[config.mk]
export PLATFORM = sky130hd
export DESIGN_NAME = pipeline_ld_controller
export DESIGN_NICKNAME = d
export VERILOG_FILES = /design/src/rtl/pipeline_ld_controller_pkg.sv /design/src/rtl/pipeline_ld_controller_hazard_detect.sv /design/src/rtl/pipeline_ld_controller.sv
export SDC_FILE = /design/constraint.sdc
export NUM_CORES = 1
export LEC_CHECK = 0
export ABC_CLOCK_PERIOD_IN_PS = 3420
export CAP_MARGIN = 30
export CORE_MARGIN = 1
export CORE_UTILIZATION = 50
export CTS_BUF_LIST = sky130_fd_sc_hd__clkbuf_8
export DETAILED_ROUTE_END_ITERATION = 8
export PLACE_DENSITY = 0.85
export SKIP_CTS_REPAIR_TIMING = 1
export SLEW_MARGIN = 40
export SYNTH_ARGS = -nofsm -noshare
export SYNTH_HDL_FRONTEND = slang
export SYNTH_HIERARCHICAL = 1
export SYNTH_SLANG_ARGS = --single-unit
[constraint.sdc]
create_clock -name clk -period 3.42 [get_ports clk]
set_clock_uncertainty 0.1 [all_clocks]
set_input_delay 0.342 -clock clk [delete_from_list [all_inputs] [get_ports clk]]
set_output_delay 0.342 -clock clk [all_outputs]
set_load 0.05 [all_outputs]
[src/rtl/pipeline_ld_controller_pkg.sv]
// Shared types and constants for the pipeline load-enable sequencer.
// Holds the FSM encoding, the per-cycle control bundle and the NOP words that flushed/bubbled stages load.
package pipeline_ld_controller_pkg;

   localparam int REG_IDX_W = 5;
   localparam int STALL_W   = 32;

   // Words loaded into IF/ID on a flush and into ID/EX on a bubble
   localparam logic [31:0] NOP_INSTR = 32'h0000_0000;
   localparam logic [31:0] NOP_CTRL  = 32'h0000_0000;

   typedef enum logic {
      ST_RUN      = 1'b0,
      ST_MEM_WAIT = 1'b1
   } ld_state_e;

   typedef struct packed {
      logic pc_ld;
      logic ifid_ld;
      logic ifid_flush;
      logic idex_ld;
      logic idex_bubble;
      logic exmem_ld;
      logic memwb_ld;
   } ld_ctrl_t;

   function automatic logic [STALL_W-1:0] sat_inc(input logic [STALL_W-1:0] v);
      return (&v) ? v : v + 1'b1;
   endfunction

endpackage

[src/rtl/pipeline_ld_controller_hazard_detect.sv]
// Load-use hazard compare: the load in EX writes a register the ID instruction reads.
// Register 0 is hardwired, so a load targeting it never creates a dependency.
module pipeline_ld_controller_hazard_detect
   import pipeline_ld_controller_pkg::*;
(
   input  logic [REG_IDX_W-1:0] id_rs,
   input  logic [REG_IDX_W-1:0] id_rt,
   input  logic                 id_uses_rs,
   input  logic                 id_uses_rt,
   input  logic                 ex_mem_read,
   input  logic [REG_IDX_W-1:0] ex_rd,
   output logic                 load_use
);

   logic rs_hit;
   logic rt_hit;

   assign rs_hit   = id_uses_rs && (id_rs == ex_rd);
   assign rt_hit   = id_uses_rt && (id_rt == ex_rd);
   assign load_use = ex_mem_read && (ex_rd != '0) && (rs_hit || rt_hit);

endmodule

[src/rtl/pipeline_ld_controller.sv]
// Load-enable sequencer for the PC, IF/ID, ID/EX, EX/MEM and MEM/WB banks.
// Resolves memory freezes, load-use bubbles and taken-branch squashes; counts stalled cycles.
//
//   state       | meaning
//   ------------+--------------------------------------------------------------
//   ST_RUN      | pipeline advancing; a fresh mem_op starts the freeze here
//   ST_MEM_WAIT | remaining frozen cycles of a multi-cycle data-memory access
module pipeline_ld_controller
   import pipeline_ld_controller_pkg::*;
#(
   parameter int MEM_WAIT_CYCLES = 2,
   parameter int CNT_W           = 4
)
(
   input  logic                 clk,
   input  logic                 reset,
   input  logic [REG_IDX_W-1:0] id_rs,
   input  logic [REG_IDX_W-1:0] id_rt,
   input  logic                 id_uses_rs,
   input  logic                 id_uses_rt,
   input  logic                 ex_mem_read,
   input  logic [REG_IDX_W-1:0] ex_rd,
   input  logic                 mem_op,
   input  logic                 branch_taken,
   output logic                 pc_ld,
   output logic                 ifid_ld,
   output logic                 ifid_flush,
   output logic                 idex_ld,
   output logic                 idex_bubble,
   output logic                 exmem_ld,
   output logic                 memwb_ld,
   output logic [STALL_W-1:0]   stall_cycles
);

   localparam bit               FREEZE_EN = (MEM_WAIT_CYCLES > 0);
   localparam logic [CNT_W-1:0] WAIT_INIT = CNT_W'(MEM_WAIT_CYCLES - 1);
   localparam logic [CNT_W-1:0] CNT_ONE   = CNT_W'(1);

   ld_state_e          state_q, state_d;
   logic [CNT_W-1:0]   cnt_q, cnt_d;
   logic               served_q, served_d;
   logic [STALL_W-1:0] stall_q;
   logic               load_use;
   logic               freeze_entry;
   logic               freeze;
   ld_ctrl_t           ctrl;

   pipeline_ld_controller_hazard_detect u_hazard (
      .id_rs       (id_rs),
      .id_rt       (id_rt),
      .id_uses_rs  (id_uses_rs),
      .id_uses_rt  (id_uses_rt),
      .ex_mem_read (ex_mem_read),
      .ex_rd       (ex_rd),
      .load_use    (load_use)
   );

   // served blocks the instruction already granted its wait from freezing again
   assign freeze_entry = FREEZE_EN && (state_q == ST_RUN) && mem_op && !served_q;
   assign freeze       = freeze_entry || (state_q == ST_MEM_WAIT);

   always_comb begin
      ctrl = '{pc_ld: 1'b1, ifid_ld: 1'b1, ifid_flush: 1'b0, idex_ld: 1'b1,
               idex_bubble: 1'b0, exmem_ld: 1'b1, memwb_ld: 1'b1};
      if (reset) begin
         ctrl = '{pc_ld: 1'b0, ifid_ld: 1'b0, ifid_flush: 1'b1, idex_ld: 1'b0,
                  idex_bubble: 1'b1, exmem_ld: 1'b0, memwb_ld: 1'b0};
      end else if (freeze) begin
         ctrl = '0;
      end else if (load_use) begin
         ctrl.pc_ld       = 1'b0;
         ctrl.ifid_ld     = 1'b0;
         ctrl.idex_bubble = 1'b1;
      end else if (branch_taken) begin
         ctrl.ifid_flush = 1'b1;
      end
   end

   always_comb begin
      state_d  = state_q;
      cnt_d    = cnt_q;
      served_d = served_q;
      if (ctrl.memwb_ld) begin
         served_d = 1'b0;
      end
      case (state_q)
         ST_RUN: begin
            if (freeze_entry) begin
               if (MEM_WAIT_CYCLES == 1) begin
                  served_d = 1'b1;
               end else begin
                  state_d = ST_MEM_WAIT;
                  cnt_d   = WAIT_INIT;
               end
            end
         end
         ST_MEM_WAIT: begin
            if (cnt_q > CNT_ONE) begin
               cnt_d = cnt_q - 1'b1;
            end else begin
               state_d  = ST_RUN;
               served_d = 1'b1;
            end
         end
         default: state_d = ST_RUN;
      endcase
   end

   always_ff @(posedge clk) begin
      if (reset) begin
         state_q  <= ST_RUN;
         cnt_q    <= '0;
         served_q <= 1'b0;
         stall_q  <= '0;
      end else begin
         state_q  <= state_d;
         cnt_q    <= cnt_d;
         served_q <= served_d;
         if (!ctrl.pc_ld) begin
            stall_q <= sat_inc(stall_q);
         end
      end
   end

   assign pc_ld        = ctrl.pc_ld;
   assign ifid_ld      = ctrl.ifid_ld;
   assign ifid_flush   = ctrl.ifid_flush;
   assign idex_ld      = ctrl.idex_ld;
   assign idex_bubble  = ctrl.idex_bubble;
   assign exmem_ld     = ctrl.exmem_ld;
   assign memwb_ld     = ctrl.memwb_ld;
   assign stall_cycles = stall_q;

endmodule

---- Word level (Yosys, flattened, before mapping) ----
Cells that the tools add are included.
storage, ports and cells
  latch bits .............................. 0
  memories kept ........................... 0
  memory bits (writable) .................. 0
  input bits .............................. 22
  output and inout bits ................... 39
  word-level logic and storage cells ...... 45
  bits in registers ....................... 38
  memory bits (read-only) ................. 0
cells by class
  div/mod/pow operators ................... 0
  $add $sub $neg .......................... 2
  reductions and logical operators ........ 13
  mux-type cells .......................... 18
  shifts and indexed selects .............. 0
  $mul .................................... 0
  $lt $le $gt $ge ......................... 1
  bitwise operators ....................... 3
  equal/unequal tests ..................... 4
operator list
  operator                                             count
  adder 32 x 1 -> 32 bit (second input constant)       1
  AND reduction 32 bit                                 1
  == test 5 bit                                        2
  two-way mux 1 bit                                    10
  two-way mux 4 bit                                    2
  case mux 4 bit (2 select lines)                      1
  two-way mux 7 bit                                    1
  logical AND 1 bit                                    6
  nonzero test 5 bit                                   1
  > comparator 4 x 1 -> 1 bit (second input constant)  1
  two-way mux 2 bit                                    2
  AND reduction 2 bit                                  2
  subtractor 4 x 1 -> 4 bit (second input constant)    1
  two-way mux 3 bit                                    1
  NOT 1 bit                                            3
  logical OR 1 bit                                     2
  != test 2 x 1 -> 1 bit (second input constant)       1
  != test 2 bit (second input constant)                1
  case mux 1 bit (2 select lines)                      1
  zero test 1 bit                                      1

---- Longest topological paths before layout ----
Gate-level depths: netlist (run 1).
  depth in word-level cells ............... 10
  gate-level depth with buffers ........... 10
  depth with buffers taken out ............ 9

---- Hierarchy ----
Netlist (run 1), hierarchy kept.
by module, submodules not included
  module                                cells an instance  times used  area each (sq um)
  pipeline_ld_controller                246                1           2043.2
  pipeline_ld_controller_hazard_detect  17                 1           133.9

---- Worst setup path before layout (run 1) ----
OpenSTA, ideal clock, no wires.
  kind .................................... input to output
  start point ............................. input port reset
  end point ............................... output port idex_ld
  data required time ...................... 2.978 ns
  arrival ................................. 2.304 ns
  slack ................................... 0.674 ns
  path buffers ............................ 3
  stages on the path ...................... 4
  path through ............................ clkbuf_1 -> clkbuf_1 -> nor3_1 -> buf_4
between the ends
  cells in the longest elaborated chain, start to end .. 1
ends and longest elaborated chain
  element            RTL line                      source
  from (decl)        pipeline_ld_controller.sv:16  input logic reset,
  two-way mux 7 bit  pipeline_ld_controller.sv:65  if (reset) begin
  to (decl)          pipeline_ld_controller.sv:28  output logic idex_ld,
Every way passes these cells.

---- Worst setup path in the final report (run 1) ----
  start point ............................. input port ex_rd[2]
  end point ............................... register stall_q[26] (netlist: stall_cycles[26])
between the ends
  cells in the longest elaborated chain, start to end .. 9
  elaborated cells on any way between the ends .. 13
  those cells by class .................... eq/ne: 2; mux: 3; bitwise: 1; reduce/logical: 7
ends and longest elaborated chain
  element                               RTL line                                                                                source
  from (decl)                           pipeline_ld_controller.sv:22                                                            input logic [REG_IDX_W-1:0] ex_rd,
  == test 5 bit (on tied branches)      pipeline_ld_controller_hazard_detect.sv:18, pipeline_ld_controller_hazard_detect.sv:19
  logical AND 1 bit (on tied branches)  pipeline_ld_controller_hazard_detect.sv:18, pipeline_ld_controller_hazard_detect.sv:19
  logical OR 1 bit                      pipeline_ld_controller_hazard_detect.sv:20                                              assign load_use = ex_mem_read && (ex_rd != '0) && (rs_hit || rt_hit);
  logical AND 1 bit (*)                 pipeline_ld_controller_hazard_detect.sv:20
  via load_use                          pipeline_ld_controller.sv:43                                                            logic load_use;
  two-way mux 2 bit (*)                 pipeline_ld_controller.sv:70                                                            end else if (load_use) begin
  two-way mux 3 bit (*)                 pipeline_ld_controller.sv:68                                                            end else if (freeze) begin
  two-way mux 7 bit (*)                 pipeline_ld_controller.sv:65
  NOT 1 bit (no line) (*)               -
  AND reduction 2 bit (no line) (*)     -
  to (signal assigned)                  pipeline_ld_controller.sv:120                                                           stall_q <= sat_inc(stall_q);
  to (decl)                             pipeline_ld_controller.sv:42                                                            logic [STALL_W-1:0] stall_q;
Mark *: on every way through the listed nets, which the timed path passes. The rest lies on a longest branch.
A chain may end at the register's enable or synchronous reset.

==> results.md, run 1 <==
- Status: finished clean
- Root Driver: clkbuf_8
- Crit path kind: in2reg
- Fin. Hold Viols: 0
- # clock sinks: 38
- Synth Instances: 263
- Worst Path Required: 3.54 ns
- Comb power frac: 0.186
- EDFF count, synth: 0
- Pint: 748 uW
- Starting DRT DRC Count: 194
- Peak supply drop: 0.245 mV
- Initial antenna violation count: 0
- Fill cell count: 322
- Worst path most repeated cell: a21oi_1
- Hold Crit Class: reg2reg
- Initial core utilization: 0.533
- CTS max path bufs: 2
- Period utilization: 0.911
- Via count: 2272
- Seq cells post-synth: 38
- Antenna-violating nets left: 0
- List of most frequent post-synthesis cells: 38 x dfxtp_1, 24 x a21oi_1, 21 x nor2_1, 17 x o21ai_0, 16 x or3_1
- FFs w/ async S/R, synth: 0
- Worst-Margin Slew: 0.753 ns
- Post-Syn Area per Cell: 8.28 sq um
- Crit-path max cell delay: 0.61 ns
- Layout net count: 345
- Synth Cell Area: 2180 sq um
- Max-cap violations: 0
- Power per cell area: 345 nW/um^2
- GP Congestion: 0.787
- Largest net degree at the start of global routing: 33
- DP HPWL: 4.16 mm
- Clock power frac: 0.359
- Vias in the first global route: 1964
- CTS buffer count: 5
- Total Wirelength: 5.73 mm
- Net Sw Power: 271 uW
- Cells along the critical path: clkdlybuf4s50_1 -> xor2_1 -> nor4_1 -> nand3_1 -> a21oi_1 -> nor2_1 -> a31o_2 -> or4_1 -> or3_1 -> a21oi_1
- Avg WL per Cell: 15.4 um
- Setup_tns: 0 ns
- Port buffer count: 60
- Synth warn: 6
- First-pass GRT wire length: 9.15 mm
- Final Slew Violations: 0
- Layout cells sized above 1: 0.103
- Slowest CP cell: or4_1
- Post-synth cell types: 49
- Worst Path Arrival: 3.23 ns
- GR Overflow Total: 0
- Area contributors post-synth: dfxtp_1 35%, a21oi_1 5.5%, or3_1 4.6%, xor2_1 4.0%, o21ai_0 3.9%
- Area growth syn-to-layout: 35.6%
- Minimum clock period: 3.12 ns
- Gr usage total: 0.261
- Rows: 23
- Main synth FF type: dfxtp_1
- TritonCTS clock tree: built
- CTS clock-pin slew for the worst setup and hold paths: 0.07 ns
- Net Count, Synth: 288
- RSZ-0062 raised after global routing: false
- Net Sw Frac: 0.266
- Worst Path Buf+Inv: 1
- Drt via density: 6.12
- Worst Setup Start Kind: input port
- Max Fclk: 321 MHz
- Die W: 68.0 um
- Rel. slew slack: 0.496
- Max H-tree Level: 2
- Die H: 68.0 um
- N_diodes: 0
- Drt drc: 0
- Yosys top cell by area: dfxtp_1
- DIE AREA: 4620 sq um
- Critical path endpoint category: flip-flop
- Yosys top cell area share: 0.349
- Final setup fails: 0
- Top-count cell post-synth: dfxtp_1
- Sequential area share after synthesis: 0.349
- Leak: 1.01 nW
- Crit path max fanout: 7
- Sequential share of power: 0.455
- Hold slack: 0.405 ns
- Total core area: 4090 sq um
- Io pins: 61
- Drt pass-1 iters: 5
- Clock Latency Late Sink: 0.29 ns
- Top cell family by delay on the critical path: simple AND/OR/NAND/NOR gates
## flip-flops by register name (all words and copies together) (netlist names)
| register | count |
|---|---|
| stall_cycles | 32 |
| served_q | 1 |
| cnt_q | 4 |
| state_q | 1 |
## layout by cell type, fill, tap and decap left out, types with 6 or more instances in the layout
cell type / n
nor2b_1: 7
or4_1: 6
or3_1: 16
o21ai_0: 17
dfxtp_1: 38
clkdlybuf4s50_1: 53
nand4_1: 10
nor2_1: 21
xor2_1: 10
nand2_1: 11
a21oi_1: 24
buf_4: 6
and3_1: 6
inv_1: 8
nand3_1: 14
## power groups by stage
stage | Clock (mW) | Sequential (mW) | Combinational (mW)
floorplan | 0 | 0.487 | 0.0944
global placement | 0 | 0.473 | 0.182
detailed placement | 0 | 0.474 | 0.188
CTS | 0.368 | 0.463 | 0.190
global route | 0.384 | 0.465 | 0.202
finish | 0.366 | 0.463 | 0.190
## worst paths after layout
check	start	endpoint	slack [ns]	depth (start not counted)
worst min register to register	stall_cycles[31]	stall_cycles[31]	0.40	2
worst min-delay path	stall_cycles[31]	stall_cycles[31]	0.40	2
worst max-delay path	ex_rd[2]	stall_cycles[26]	0.30	10
worst max register to register	stall_cycles[28]	stall_cycles[16]	1.01	5
## kinds of logic (layout without fill, tap and decap cells)
| kind of cell | after synthesis | after routing | synth area share |
|---|---|---|---|
| AO/OA/AOI/OAI | 62 | 62 | 0.170 |
| AND/OR/NAND/NOR | 119 | 119 | 0.326 |
| multiplexers | 9 | 9 | 0.0448 |
| adder cells (fa/ha/maj) | 3 | 3 | 0.0172 |
| buffers and inverters | 20 | 78 | 0.0448 |
| flip-flops | 38 | 38 | 0.349 |
| XOR/XNOR | 12 | 12 | 0.0483 |
## layout make-up
class	instances	area, sq um	share of cell area
inverter	6	22.5	0.00763
multi-input combinational	205	1320	0.448
clock inverter	3	37.5	0.0127
sequential	38	761	0.258
clock buffer	5	68.8	0.0233
timing repair buffer	64	676	0.229
tap	50	62.6	0.0212
## per-stage QoR
| step | total power [mW] | area [sq um] | setup WS [ns] | cells | util |
|---|---|---|---|---|---|
| floorplan | 0.582 | 2180 | 0.674 | 263 | - |
| global placement | 0.655 | 2840 | 0.188 | 363 | 0.695 |
| detailed placement | 0.662 | 2850 | 0.0647 | 363 | 0.696 |
| CTS | 1.02 | 2950 | 0.338 | 371 | 0.722 |
| global route | 1.05 | 2950 | 0.136 | 371 | 0.722 |
| finish | 1.02 | 2950 | 0.304 | 371 | 0.722 |
## layer usage
| metal | wire length (um) | vias to the layer above | global-route usage |
|---|---|---|---|
| met2 | 2860 | 84 | 0.433 |
| li1 | - | 1087 | - |
| met5 | 0 | - | 0 |
| met3 | 325 | 15 | 0.0483 |
| met4 | 121 | 0 | 0.0990 |
| met1 | 2420 | 1086 | 0.333 |
## worst min-delay path, cell delays in order (launching register included)
cell	delay (ns)
dfxtp_1	0.33
o21ai_1	0.07
a21oi_1	0.06
Note: power is estimated with default switching activity, not from simulation.
==> inputs of run 2 (changes only) <==
--- a/config.mk
+++ b/config.mk
@@ -10,8 +10,10 @@
 export CORE_MARGIN = 1
 export CORE_UTILIZATION = 50
 export CTS_BUF_LIST = sky130_fd_sc_hd__clkbuf_8
+export CTS_CLUSTER_SIZE = 24
 export DETAILED_ROUTE_END_ITERATION = 8
 export PLACE_DENSITY = 0.85
+export SETUP_SLACK_MARGIN = 0.5
 export SKIP_CTS_REPAIR_TIMING = 1
 export SLEW_MARGIN = 40
 export SYNTH_ARGS = -nofsm -noshare
==> run 2 against run 1 <==
Non-clock buffer count grew 3; clock power is essentially flat; core utilization grew 1.2 points; setup slack gained 0.32 ns.
==> results.md, run 2 (same netlist as run 1, synthesis figures left out) <==
- Status: finished clean
- Max H-tree Level: 2
- GP Congestion: 0.787
- Hold wc startpoint: stall_cycles[31]
- Drt pass-1 iters: 5
- Root Driver: clkbuf_8
- Placed cells: 363
- Drt drc: 0
- TritonCTS clock tree: built
- Net Sw Frac: 0.267
- Antenna-violating nets left: 0
- Port buffer count: 60
- Worst Setup Start Kind: input port
- DIE AREA: 4620 sq um
- Total Power: 1.02 mW
- Io pins: 61
- Crit path kind: in2reg
- First-pass GRT wire length: 9.15 mm
- Initial core utilization: 0.533
- Clock power frac: 0.359
- Placed cell areas: 2850 sq um
- Worst Reg-to-Reg Cells: 5
- Crit path max fanout: 7
- Design area: 3000 sq um
- Comb power frac: 0.187
- Rel. slew slack: 0.628
- Critical path endpoint category: flip-flop
- Final Core Density: 0.735
- Sequential share of power: 0.454
- Reg2Reg Setup Slack: 1.02 ns
- Peak supply drop: 0.245 mV
- Hold slack: 0.407 ns
- N_diodes: 0
- Final WS setup: 0.627 ns
- Largest register FFs: 32
- CTS buffer count: 5
- Worst r2r dst: stall_cycles[7]
- # clock sinks: 38
- CTS max path bufs: 2
- Clock Latency Late Sink: 0.29 ns
- Hold worst-path end: stall_cycles[31]
- Avg WL per Cell: 15.6 um
- DP HPWL: 4.16 mm
- Commonest non-fill, non-tap cell in the layout: clkdlybuf4s50_1
- Via count: 2321
- Area growth syn-to-layout: 37.9%
- Worst Path Arrival: 2.91 ns
- GR Overflow Total: 0
- Final Slew Violations: 0
- Layout net count: 348
- Fin cells: 374
- Minimum clock period: 2.79 ns
- Drt via density: 6.21
- Fin. Hold Viols: 0
- Initial antenna violation count: 0
- Total Wirelength: 5.84 mm
- Worst Path Required: 3.54 ns
- Max Fclk: 358 MHz
- Largest net degree at the start of global routing: 33
- Die W: 68.0 um
- Gr usage total: 0.261
- Die H: 68.0 um
- Reg-to-Reg Start: stall_cycles[28]
- Rows: 23
- Total core area: 4090 sq um
- Setup_tns: 0 ns
- Vias in the first global route: 1964
- Max-cap violations: 0
- Leak: 1.07 nW
- Setup slack at placement: 0.0647 ns
- Net Sw Power: 273 uW
- RSZ-0062 raised after global routing: false
- CTS clock-pin slew for the worst setup and hold paths: 0.08 ns
- Most frequent cells in the layout: 48 x clkdlybuf4s50_1, 38 x dfxtp_1, 23 x a21oi_1
- Hold Crit Class: reg2reg
- Worst-Margin Slew: 0.555 ns
- Final setup fails: 0
- Power per cell area: 340 nW/um^2
- Period utilization: 0.817
- Layout cells sized above 1: 0.123
- WHS Path Cells: 2
- Starting DRT DRC Count: 229
- Pint: 748 uW
-- run 2: cell count changes in the layout (fill, tap and decap cells not counted), sizes merged --
cell	previous run	this run
buf	11	14
clkdlybuf4s50	53	48
dlymetal6s2s	0	5
-- run 2: power groups by stage --
stage               Sequential [mW]  Combinational [mW]  Clock (mW)
floorplan                     0.487              0.0944           0
global placement              0.473               0.182           0
detailed placement            0.474               0.188           0
CTS                           0.463               0.190       0.368
global route                  0.465               0.202       0.384
finish                        0.463               0.190       0.367
-- run 2: metal layers --
| metal | track usage | share of wire | routed length [um] | up-vias |
|---|---|---|---|---|
| li1 | - | - | - | 1092 |
| met1 | 0.333 | 0.42 | 2430 | 1085 |
| met2 | 0.433 | 0.49 | 2880 | 124 |
| met3 | 0.0483 | 0.064 | 375 | 20 |
| met4 | 0.0990 | 0.025 | 148 | 0 |
| met5 | 0 | 0 | 0 | - |
-- run 2: cell type report --
type,instances,area (sq um)
clock buffer,5,68.8
clock inverter,3,37.5
fill,312,1080
inverter,6,22.5
multi-input combinational,205,1340
sequential,38,761
tap,50,62.6
timing repair buffer,67,711
-- run 2: worst max-delay path by stage --
stage	startpoint	endpoint	slack, ns	cells after the start
after floorplan	reset	idex_ld	0.67	4
after global placement	ex_rd[0]	stall_cycles[28]	0.19	10
after detailed placement	ex_rd[2]	stall_cycles[28]	0.06	10
after CTS	ex_rd[2]	stall_cycles[28]	0.34	10
after global routing	id_rt[2]	stall_cycles[28]	0.50	10
final	id_rt[2]	stall_cycles[28]	0.63	10
-- run 2: critical path, stage by stage --
cell and delay, ns:
clkdlybuf4s50_1 0.43, xor2_1 0.15, nor4_1 0.27, nand3_1 0.12
a21oi_2 0.18, nor2_2 0.08, a31o_2 0.27, or4_4 0.54
or3_1 0.36, a21oi_1 0.16
==> inputs of run 3 (changes only) <==
--- a/config.mk
+++ b/config.mk
@@ -5,7 +5,7 @@
 export SDC_FILE = /design/constraint.sdc
 export NUM_CORES = 1
 export LEC_CHECK = 0
-export ABC_CLOCK_PERIOD_IN_PS = 3420
+export ABC_CLOCK_PERIOD_IN_PS = 2800
 export CAP_MARGIN = 30
 export CORE_MARGIN = 1
 export CORE_UTILIZATION = 50
==> constraint.sdc (replaced) <==
create_clock -name clk -period 2.8 [get_ports clk]
set_clock_uncertainty 0.1 [all_clocks]
set_input_delay 0.28 -clock clk [delete_from_list [all_inputs] [get_ports clk]]
set_output_delay 0.28 -clock clk [all_outputs]
set_load 0.05 [all_outputs]
==> run 3 against run 2 <==
Register-to-register slack got worse by 0.69 ns; core utilization rose by 8.9 points; setup slack got worse by 0.41 ns; combinational power rose by 41%; die area did not move; critical path depth rose by 3; hold slack got worse by 0.0025 ns; sequential cell count did not move; critical endpoint is now stall_cycles[19].
==> results.md, run 3 (same netlist as run 1, synthesis figures left out) <==
- Placed cell areas: 2990 sq um
- Drt pass-1 iters: 4
- Starting DRT DRC Count: 163
- Largest net degree at the start of global routing: 48
- Initial core utilization: 0.533
- Layout cells sized above 1: 0.274
- Max H-tree Level: 2
- GR Overflow Total: 0
- Drt via density: 6.27
- First-pass GRT wire length: 8.70 mm
- Vias in the first global route: 2021
- CTS max path bufs: 2
- Worst Path Arrival: 2.71 ns
- GP Congestion: 0.778
- Power per cell area: 365 nW/um^2
- Total Power: 1.23 mW
- CTS buffer count: 5
- Gr usage total: 0.246
- Final WS setup: 0.219 ns
- Total core area: 4090 sq um
- Worst Setup Start Kind: input port
- Critical path endpoint category: flip-flop
- Total Wirelength: 7.02 mm
- Period utilization: 0.922
- RSZ-0062 raised after global routing: true
- CTS clock-pin slew for the worst setup and hold paths: 0.08 ns
- Port buffer count: 60
- Fin. Hold Viols: 0
- Fin cells: 389
- DIE AREA: 4620 sq um
- Most frequent cells in the layout: 40 x clkdlybuf4s50_1, 20 x nor2_1, 20 x a21oi_1
- Fill cell count: 227
- DP HPWL: 3.82 mm
- Clock Latency Late Sink: 0.30 ns
- Rows: 23
- Worst-Margin Slew: 0.533 ns
- Worst Path Required: 2.92 ns
- Crit path kind: in2reg
- Design area: 3370 sq um
- Setup slack at placement: -0.189 ns
- Die H: 68.0 um
- Status: finished clean
- Root Driver: clkbuf_8
- Peak supply drop: 0.320 mV
- Rel. slew slack: 0.643
- Placed cells: 370
- TritonCTS clock tree: built
- Io pins: 61
- Final Slew Violations: 0
- Avg WL per Cell: 18.1 um
- Via count: 2438
- Minimum clock period: 2.58 ns
- Layout net count: 363
- Crit path max fanout: 7
- Initial antenna violation count: 0
- Area growth syn-to-layout: 54.6%
- # clock sinks: 38
- Hold Crit Class: reg2reg
- Commonest non-fill, non-tap cell in the layout: clkdlybuf4s50_1
- Max-cap violations: 0
- Die W: 68.0 um
- Final setup fails: 0
- N_diodes: 0
- Antenna-violating nets left: 0
- Leak: 1.26 nW
- Drt drc: 0
- Largest register FFs: 32
- Max Fclk: 387 MHz
-- run 3: path summary, 6_finish.rpt --
path,start,endpoint,slack (ns),cells past startpoint
worst max-delay path,ex_rd[1],stall_cycles[19],0.22,13
worst min-delay path,stall_cycles[3],stall_cycles[3],0.40,2
worst max register to register,stall_cycles[30],stall_cycles[7],0.33,6
worst min register to register,stall_cycles[3],stall_cycles[3],0.40,2
-- run 3: metal layers --
layer	GRT usage	wire, um
met3	0.0650	482
met5	0	0
met4	0.104	290
met2	0.415	3530
met1	0.292	2720
-- run 3: through the flow --
| stage | hold WS, ns | utilization | TNS, ns |
|---|---|---|---|
| 2_1_floorplan | 0.371 | - | 0 |
| 3_3_place_gp | 0.377 | 0.731 | -1.06 |
| 3_5_place_dp | 0.379 | 0.731 | -1.98 |
| 4_1_cts | 0.391 | 0.754 | 0 |
| 5_1_grt | 0.420 | 0.824 | 0 |
| 6_report | 0.405 | 0.824 | 0 |
-- run 3: power breakdown --
group	leakage, nW	switching, mW	internal (mW)
logic	0.894	0.145	0.122
registers	0.320	0.0140	0.544
clock network	0.0515	0.206	0.199
total	1.26	0.365	0.864
-- run 3: final cells by class --
class,instances,area (sq um),share of cell area
multi-input combinational,205,1490,0.442
sequential,38,807,0.240
tap,50,62.6,0.0186
clock inverter,2,11.3,0.00335
clock buffer,6,82.6,0.0245
inverter,6,22.5,0.00669
timing repair buffer,82,893,0.265
-- run 3: critical path, stage by stage --
cell	delay, ns
buf_6	0.10
buf_6	0.11
xor2_2	0.17
nor4_2	0.30
nand3_1	0.12
a21oi_2	0.23
nor2_4	0.08
buf_12	0.14
a31oi_4	0.26
buf_6	0.15
nand3_4	0.10
or4_4	0.51
a21oi_1	0.15
